### config.mk
export PLATFORM = sky130hd
export DESIGN_NAME = text_scanout_reader
export DESIGN_NICKNAME = d
export VERILOG_FILES = /design/src/rtl/text_pkg.sv /design/src/rtl/text_cell_addr.sv /design/src/rtl/text_scanout_reader.sv
export SDC_FILE = /design/constraint.sdc
export NUM_CORES = 1
export LEC_CHECK = 0
export BUFFER_PORTS_ARGS = -buffer_cell sky130_fd_sc_hd__buf_2
export CAP_MARGIN = 40
export CORE_UTILIZATION = 31
export DETAILED_ROUTE_END_ITERATION = 10
export HOLD_SLACK_MARGIN = 0.08
export SYNTH_ARGS = -nofsm -noshare
export SYNTH_HDL_FRONTEND = slang
export SYNTH_SLANG_ARGS = --single-unit
### constraint.sdc
create_clock -name CLK -period 4 [get_ports CLK]
set_input_delay 0.2 -clock CLK [delete_from_list [all_inputs] [get_ports CLK]]
set_output_delay 0.2 -clock CLK [all_outputs]
set_load 0.03 [all_outputs]
### src/rtl/text_pkg.sv
// Shared constants and payload types for the text display datapath.
package text_pkg;

   localparam int unsigned COLS         = 100;
   localparam int unsigned ROWS         = 30;
   localparam int unsigned CHAR_W       = 8;
   localparam int unsigned CHAR_H       = 16;
   localparam int unsigned ADDR_W       = 16;
   localparam int unsigned BLINK_FRAMES = 30;

   // Column index is in_x>>3, screen row is in_y>>4, text row fits ROWS.
   localparam int unsigned COL_W  = 8;
   localparam int unsigned YROW_W = 6;
   localparam int unsigned ROW_W  = 5;

   localparam logic [15:0] DEFAULT_FG = 16'hFFFF;
   localparam logic [15:0] DEFAULT_BG = 16'h0000;

   // RGB565 field positions.
   localparam int unsigned R_MSB = 15;
   localparam int unsigned R_LSB = 11;
   localparam int unsigned G_MSB = 10;
   localparam int unsigned G_LSB = 5;
   localparam int unsigned B_MSB = 4;
   localparam int unsigned B_LSB = 0;

   typedef struct packed {
      logic [R_MSB-R_LSB:0] r;
      logic [G_MSB-G_LSB:0] g;
      logic [B_MSB-B_LSB:0] b;
   } rgb565_t;

endpackage

### src/rtl/text_cell_addr.sv
// Text RAM cell address: wraps screen row by scroll origin, then row*COLS+col.
module text_cell_addr
   import text_pkg::*;
#(
   parameter int unsigned COLS   = text_pkg::COLS,
   parameter int unsigned ROWS   = text_pkg::ROWS,
   parameter int unsigned ADDR_W = text_pkg::ADDR_W
) (
   input  logic [ROW_W-1:0]  row,
   input  logic [ROW_W-1:0]  scroll,
   input  logic [COL_W-1:0]  col,
   output logic [ADDR_W-1:0] addr
);

   localparam int unsigned SUM_W = ROW_W + 1;

   logic [SUM_W-1:0] sum;
   logic [ROW_W-1:0] crow;

   // Both operands are below ROWS, so one conditional subtract wraps the row.
   always_comb begin
      sum  = {1'b0, row} + {1'b0, scroll};
      crow = sum[ROW_W-1:0];
      if (sum >= SUM_W'(ROWS)) begin
         crow = ROW_W'(sum - SUM_W'(ROWS));
      end
   end

   if (COLS == 100) begin : g_x100
      // x100 = x64 + x32 + x4
      assign addr = (ADDR_W'(crow) << 6) + (ADDR_W'(crow) << 5)
                  + (ADDR_W'(crow) << 2) + ADDR_W'(col);
   end else begin : g_mul
      assign addr = ADDR_W'(crow) * ADDR_W'(COLS) + ADDR_W'(col);
   end

endmodule

### src/rtl/text_scanout_reader.sv
// Text-mode scanout: char RAM -> font ROM -> RGB565, 4-cycle pipeline with
// frame-synchronous scroll and a blinking block cursor.
module text_scanout_reader
   import text_pkg::*;
#(
   parameter int unsigned COLS         = text_pkg::COLS,
   parameter int unsigned ROWS         = text_pkg::ROWS,
   parameter int unsigned ADDR_W       = text_pkg::ADDR_W,
   parameter int unsigned BLINK_FRAMES = text_pkg::BLINK_FRAMES
) (
   input  logic              CLK,
   input  logic              RST,
   input  logic              in_de,
   input  logic              in_hsync,
   input  logic              in_vsync,
   input  logic [10:0]       in_x,
   input  logic [9:0]        in_y,
   output logic [ADDR_W-1:0] tram_raddr,
   input  logic [7:0]        tram_rdata,
   output logic [11:0]       font_raddr,
   input  logic [7:0]        font_rdata,
   input  logic [15:0]       fg_color,
   input  logic [15:0]       bg_color,
   input  logic [4:0]        scroll_row,
   input  logic [ADDR_W-1:0] cursor_addr,
   input  logic              cursor_en,
   output logic              LCD_DE,
   output logic              LCD_HSYNC,
   output logic              LCD_VSYNC,
   output logic [4:0]        LCD_R,
   output logic [5:0]        LCD_G,
   output logic [4:0]        LCD_B
);

   localparam int unsigned BLINK_W = (BLINK_FRAMES > 1) ? $clog2(BLINK_FRAMES) : 1;

   logic [COL_W-1:0]   col_raw, col_cl;
   logic [YROW_W-1:0]  row_raw;
   logic [ROW_W-1:0]   row_cl;
   logic [ADDR_W-1:0]  cell_addr;

   logic               vs_prev, frame_start;
   logic [ROW_W-1:0]   scroll_lat;
   logic [BLINK_W-1:0] blink_cnt;
   logic               blink_phase;

   logic [2:0] x1, x2;
   logic [3:0] y1;
   logic       rng1, rng2, rng3;
   logic       cur1, cur2, cur3;
   logic       pix3;
   logic [2:0] de_d, hs_d, vs_d;
   rgb565_t    rgb_next;

   // Clamp out-of-screen coordinates so blanking-time addresses stay in range.
   always_comb begin
      col_raw = in_x[10:3];
      row_raw = in_y[9:4];
      col_cl  = (col_raw >= COL_W'(COLS)) ? COL_W'(COLS - 1) : col_raw;
      row_cl  = (row_raw >= YROW_W'(ROWS)) ? ROW_W'(ROWS - 1) : row_raw[ROW_W-1:0];
   end

   text_cell_addr #(
      .COLS   (COLS),
      .ROWS   (ROWS),
      .ADDR_W (ADDR_W)
   ) u_cell_addr (
      .row    (row_cl),
      .scroll (scroll_lat),
      .col    (col_cl),
      .addr   (cell_addr)
   );

   assign frame_start = in_vsync & ~vs_prev;

   // Frame-start bookkeeping: scroll origin latch and cursor blink timer.
   always_ff @(posedge CLK or posedge RST) begin
      if (RST) begin
         vs_prev     <= 1'b0;
         scroll_lat  <= '0;
         blink_cnt   <= '0;
         blink_phase <= 1'b0;
      end else begin
         vs_prev <= in_vsync;
         if (frame_start) begin
            if (scroll_row < ROW_W'(ROWS)) begin
               scroll_lat <= scroll_row;
            end
            if (blink_cnt == BLINK_W'(BLINK_FRAMES - 1)) begin
               blink_cnt   <= '0;
               blink_phase <= ~blink_phase;
            end else begin
               blink_cnt <= blink_cnt + BLINK_W'(1);
            end
         end
      end
   end

   // S1..S3: text RAM address, font ROM address, glyph bit select; syncs ride along.
   always_ff @(posedge CLK or posedge RST) begin
      if (RST) begin
         tram_raddr <= '0;
         font_raddr <= '0;
         x1         <= '0;
         y1         <= '0;
         x2         <= '0;
         rng1       <= 1'b0;
         rng2       <= 1'b0;
         rng3       <= 1'b0;
         cur1       <= 1'b0;
         cur2       <= 1'b0;
         cur3       <= 1'b0;
         pix3       <= 1'b0;
         de_d       <= '0;
         hs_d       <= '0;
         vs_d       <= '0;
      end else begin
         tram_raddr <= cell_addr;
         x1         <= in_x[2:0];
         y1         <= in_y[3:0];
         rng1       <= in_de && (col_raw < COL_W'(COLS)) && (row_raw < YROW_W'(ROWS));
         cur1       <= cursor_en && (cell_addr == cursor_addr);

         font_raddr <= {tram_rdata, y1};
         x2         <= x1;
         rng2       <= rng1;
         cur2       <= cur1;

         pix3       <= font_rdata[~x2];
         rng3       <= rng2;
         cur3       <= cur2;

         de_d       <= {de_d[1:0], in_de};
         hs_d       <= {hs_d[1:0], in_hsync};
         vs_d       <= {vs_d[1:0], in_vsync};
      end
   end

   // S4 colour select: blank outside DE, background outside the text area.
   always_comb begin
      rgb_next = '0;
      if (de_d[2]) begin
         if (!rng3) begin
            rgb_next = rgb565_t'(bg_color);
         end else if (pix3 ^ (cur3 & blink_phase)) begin
            rgb_next = rgb565_t'(fg_color);
         end else begin
            rgb_next = rgb565_t'(bg_color);
         end
      end
   end

   // S4 output register.
   always_ff @(posedge CLK or posedge RST) begin
      if (RST) begin
         LCD_DE    <= 1'b0;
         LCD_HSYNC <= 1'b0;
         LCD_VSYNC <= 1'b0;
         LCD_R     <= '0;
         LCD_G     <= '0;
         LCD_B     <= '0;
      end else begin
         LCD_DE    <= de_d[2];
         LCD_HSYNC <= hs_d[2];
         LCD_VSYNC <= vs_d[2];
         LCD_R     <= rgb_next.r;
         LCD_G     <= rgb_next.g;
         LCD_B     <= rgb_next.b;
      end
   end

endmodule

==> flow_summary.json <==
{
  "synth_area_leader_cell": "dfrtp_1",
  "die_h_um": 113.7,
  "yosysMostFrequentCell": "dfrtp_1",
  "num_vias": 3036,
  "finalSetupTns_ns": -0.9025,
  "ioPinCount": 143,
  "cp-end-kind": "flip-flop",
  "report.power.total_w": 0.004648,
  "timing.fmax_mhz": 227.9,
  "utilization": 0.4767,
  "cap_viol_max_count": 0,
  "avgViaCountPerCell": 4.400,
  "grt_use_total": 0.1440,
  "tightestPinTransition_ns": 0.8526,
  "first_pass_iters": 4,
  "synthToLayoutAreaGrowth_pct": 48.75,
  "io_buffers": 139,
  "setup_viol": 4,
  "drive_gt1_frac": 0.4751,
  "synth_common_cells": "81 x dfrtp_1, 24 x ha_1, 20 x nand2_1",
  "dpl_cell_area_sq_mm": 0.005094,
  "die_w_um": 113.7,
  "synth_ff_type": "dfrtp_1",
  "insertion_delay_ns": 0.34,
  "ant_nets": 0,
  "routed_wl_mm": 9.019,
  "cts_buffers": 9,
  "yosys.cell_types.count": 57,
  "cp.buffers_inverters": 2,
  "crit_slowest_cell": "fa_1",
  "antenna_found_initial": 0,
  "yosys-top-cells-area": "dfrtp_1 52%, ha_1 7.8%, mux2i_1 4.1%",
  "slew_headroom": 0.4302,
  "synth_edf_count": 0,
  "cts_max_level": 3,
  "violations": "negative setup slack",
  "path_cells": "ha_2 -> fa_2 -> a211oi_2 -> nor3b_2 -> or2_4 -> o21ai_4 -> xor2_2 -> ha_1 -> inv_1 -> fa_1 -> inv_2 -> ha_4 -> nor3b_4 -> o21a_1 -> o21a_1 -> o21a_2 -> nand4b_1 -> mux2_4 -> a211oi_2",
  "yosysTopAreaCellShare": 0.5244,
  "grt_pass1_wl_mm": 14.21,
  "drv_slew": 0,
  "p_per_area_mw_per_mm2": 808.4,
  "post-route-drc-count": 0,
  "cts_sinks": 81,
  "dpl.cell_count": 650,
  "synthCells": 308,
  "hold_class": "input port to flip-flop",
  "avgSynthCellArea_sq_um": 12.55,
  "design.die.area_sq_mm": 0.01292,
  "critPathTopFamily": "adder cells",
  "root_buffer": "clkbuf_16",
  "n_fill_cell": 1098,
  "setup_slack_ns": -0.3883,
  "post_drt_wl_per_cell_um": 13.07,
  "grt_max_degree": 44,
  "synth-seq-cells": 81,
  "ir_drop_mv": 0.4164,
  "stdcell_count": 690,
  "synth-async-reset-ratio": 1.000,
  "fp-row-count": 40,
  "gp_congestion": 0.7588,
  "outcome": "complete, but fails checks",
  "syn_area_sq_mm": 0.003865,
  "dp_hpwl_mm": 6.971,
  "antenna_cells": 0,
  "drtIter0Drc": 94,
  "initial_core_util": 0.3204,
  "skew_ns": 0.006777,
  "clk_path_buf_depth": 2,
  "grt_overflow": 0,
  "final_cell_area_sq_mm": 0.005749,
  "timing.final.crit_share": 1.097,
  "critical-path-max-stage-delay_ns": 0.48,
  "cts_tree": "done",
  "critPathArrivalTime_ns": 4.64,
  "grt_pass1_vias": 3067,
  "period_minus_slack_ns": 4.388,
  "final_nets": 641,
  "rsz0062_at_grt": "true",
  "ys_seq_area_frac": 0.5244,
  "leakagePower_nw": 2.891,
  "path_class": "flip-flop to flip-flop",
  "ys_warn_count": 0,
  "cp.required_ns": 4.25,
  "core_sq_mm": 0.01206,
  "startpoint_type": "flip-flop",
  "clk_pin_slew_worst_paths_ns": 0.06,
  "critPathMaxFanout": 6,
  "hold_viol_final": 0
}
[path summary, 6_finish.rpt]
| check | to | startpoint | cells after the start | slack [ns] |
|---|---|---|---|---|
| setup / recovery | cur1 | scroll_lat[0] | 19 | -0.39 |
| min in group asynchronous | LCD_R[0] | RST | 3 | 0.48 |
| hold / removal | scroll_lat[1] | scroll_row[1] | 3 | 0.1 |
| hold reg to reg | de_d[2] | de_d[1] | 0 | 0.35 |
| setup reg to reg | cur1 | scroll_lat[0] | 19 | -0.39 |
| max in group asynchronous | y1[3] | RST | 4 | 2.57 |
[placed cells by master, fill, tap and decap left out, drive strengths merged, types with 8 or more instances in the layout]
cell	instances
buf	180
dfrtp	81
ha	24
dlygate4sd3	21
nand2	20
nor2	18
mux2i	16
nor2b	16
xnor2	14
xor2	10
clkbuf	9
nand3	8
[layout make-up]
class	instances	area [sq um]	area share
sequential	81	2027	0.3526
multi-input combinational	218	1971	0.3428
timing repair buffer	201	1214	0.2111
clock buffer	9	225.2	0.03917
tap	168	210.2	0.03656
clock inverter	7	78.83	0.01371
inverter	6	23.77	0.004135
[power by group]
group | internal, W | total, W | switching, W | leakage (nW)
Sequential | 0.000953 | 0.00101 | 0.0000520 | 0.978
Clock | 0.000489 | 0.000828 | 0.000339 | 0.144
Combinational | 0.00147 | 0.00281 | 0.00135 | 1.77
Total | 0.00291 | 0.00465 | 0.00174 | 2.89
[worst min-delay path, stage by stage]
cell and delay, ns:
buf_2 0.10, nand2_1 0.05, nand2_1 0.05
[routing by layer]
layer,track usage,routed length (um),up-vias
met2,0.2683,4616,103
li1,-,-,1488
met3,0.03241,578,14
met1,0.1505,3602,1431
met4,0.07544,221,0
met5,0,0,-
[flip-flops by register name, summed over array words and instances (netlist names), 4 cells and up]
name	cells
LCD_G	6
LCD_B	5
scroll_lat	5
blink_cnt	5
y1	4
LCD_R	5
font_raddr	12
tram_raddr	13
[kinds of logic after synthesis]
logic type	share of synthesized area
xor+xnor	0.06054
flops	0.5244
simple gates	0.1428
buf+inv	0.01457
fa+ha+maj	0.09842
other cells	0.0009703
mux	0.06183
compound gates	0.09647
[what timing repair did]
item,4_1_cts,5_1_grt
gates resized for setup,12,10
setup buffers,3,0
gates cloned,0,0
hold endpoints to repair,58,0
pin swaps,16,8
endpoints found under the setup margin,6,6
hold buffers,21,0
[through the flow]
stage | hold WS, ns | setup slack [ns]
after floorplan | 0.2314 | -0.2751
after global placement | 0.2921 | -0.5945
after detailed placement | 0.2986 | -0.7608
after CTS | 0.08340 | -0.4413
after global routing | 0.1012 | -0.5885
final | 0.09781 | -0.3883
Power figures use the tool's default switching activity.
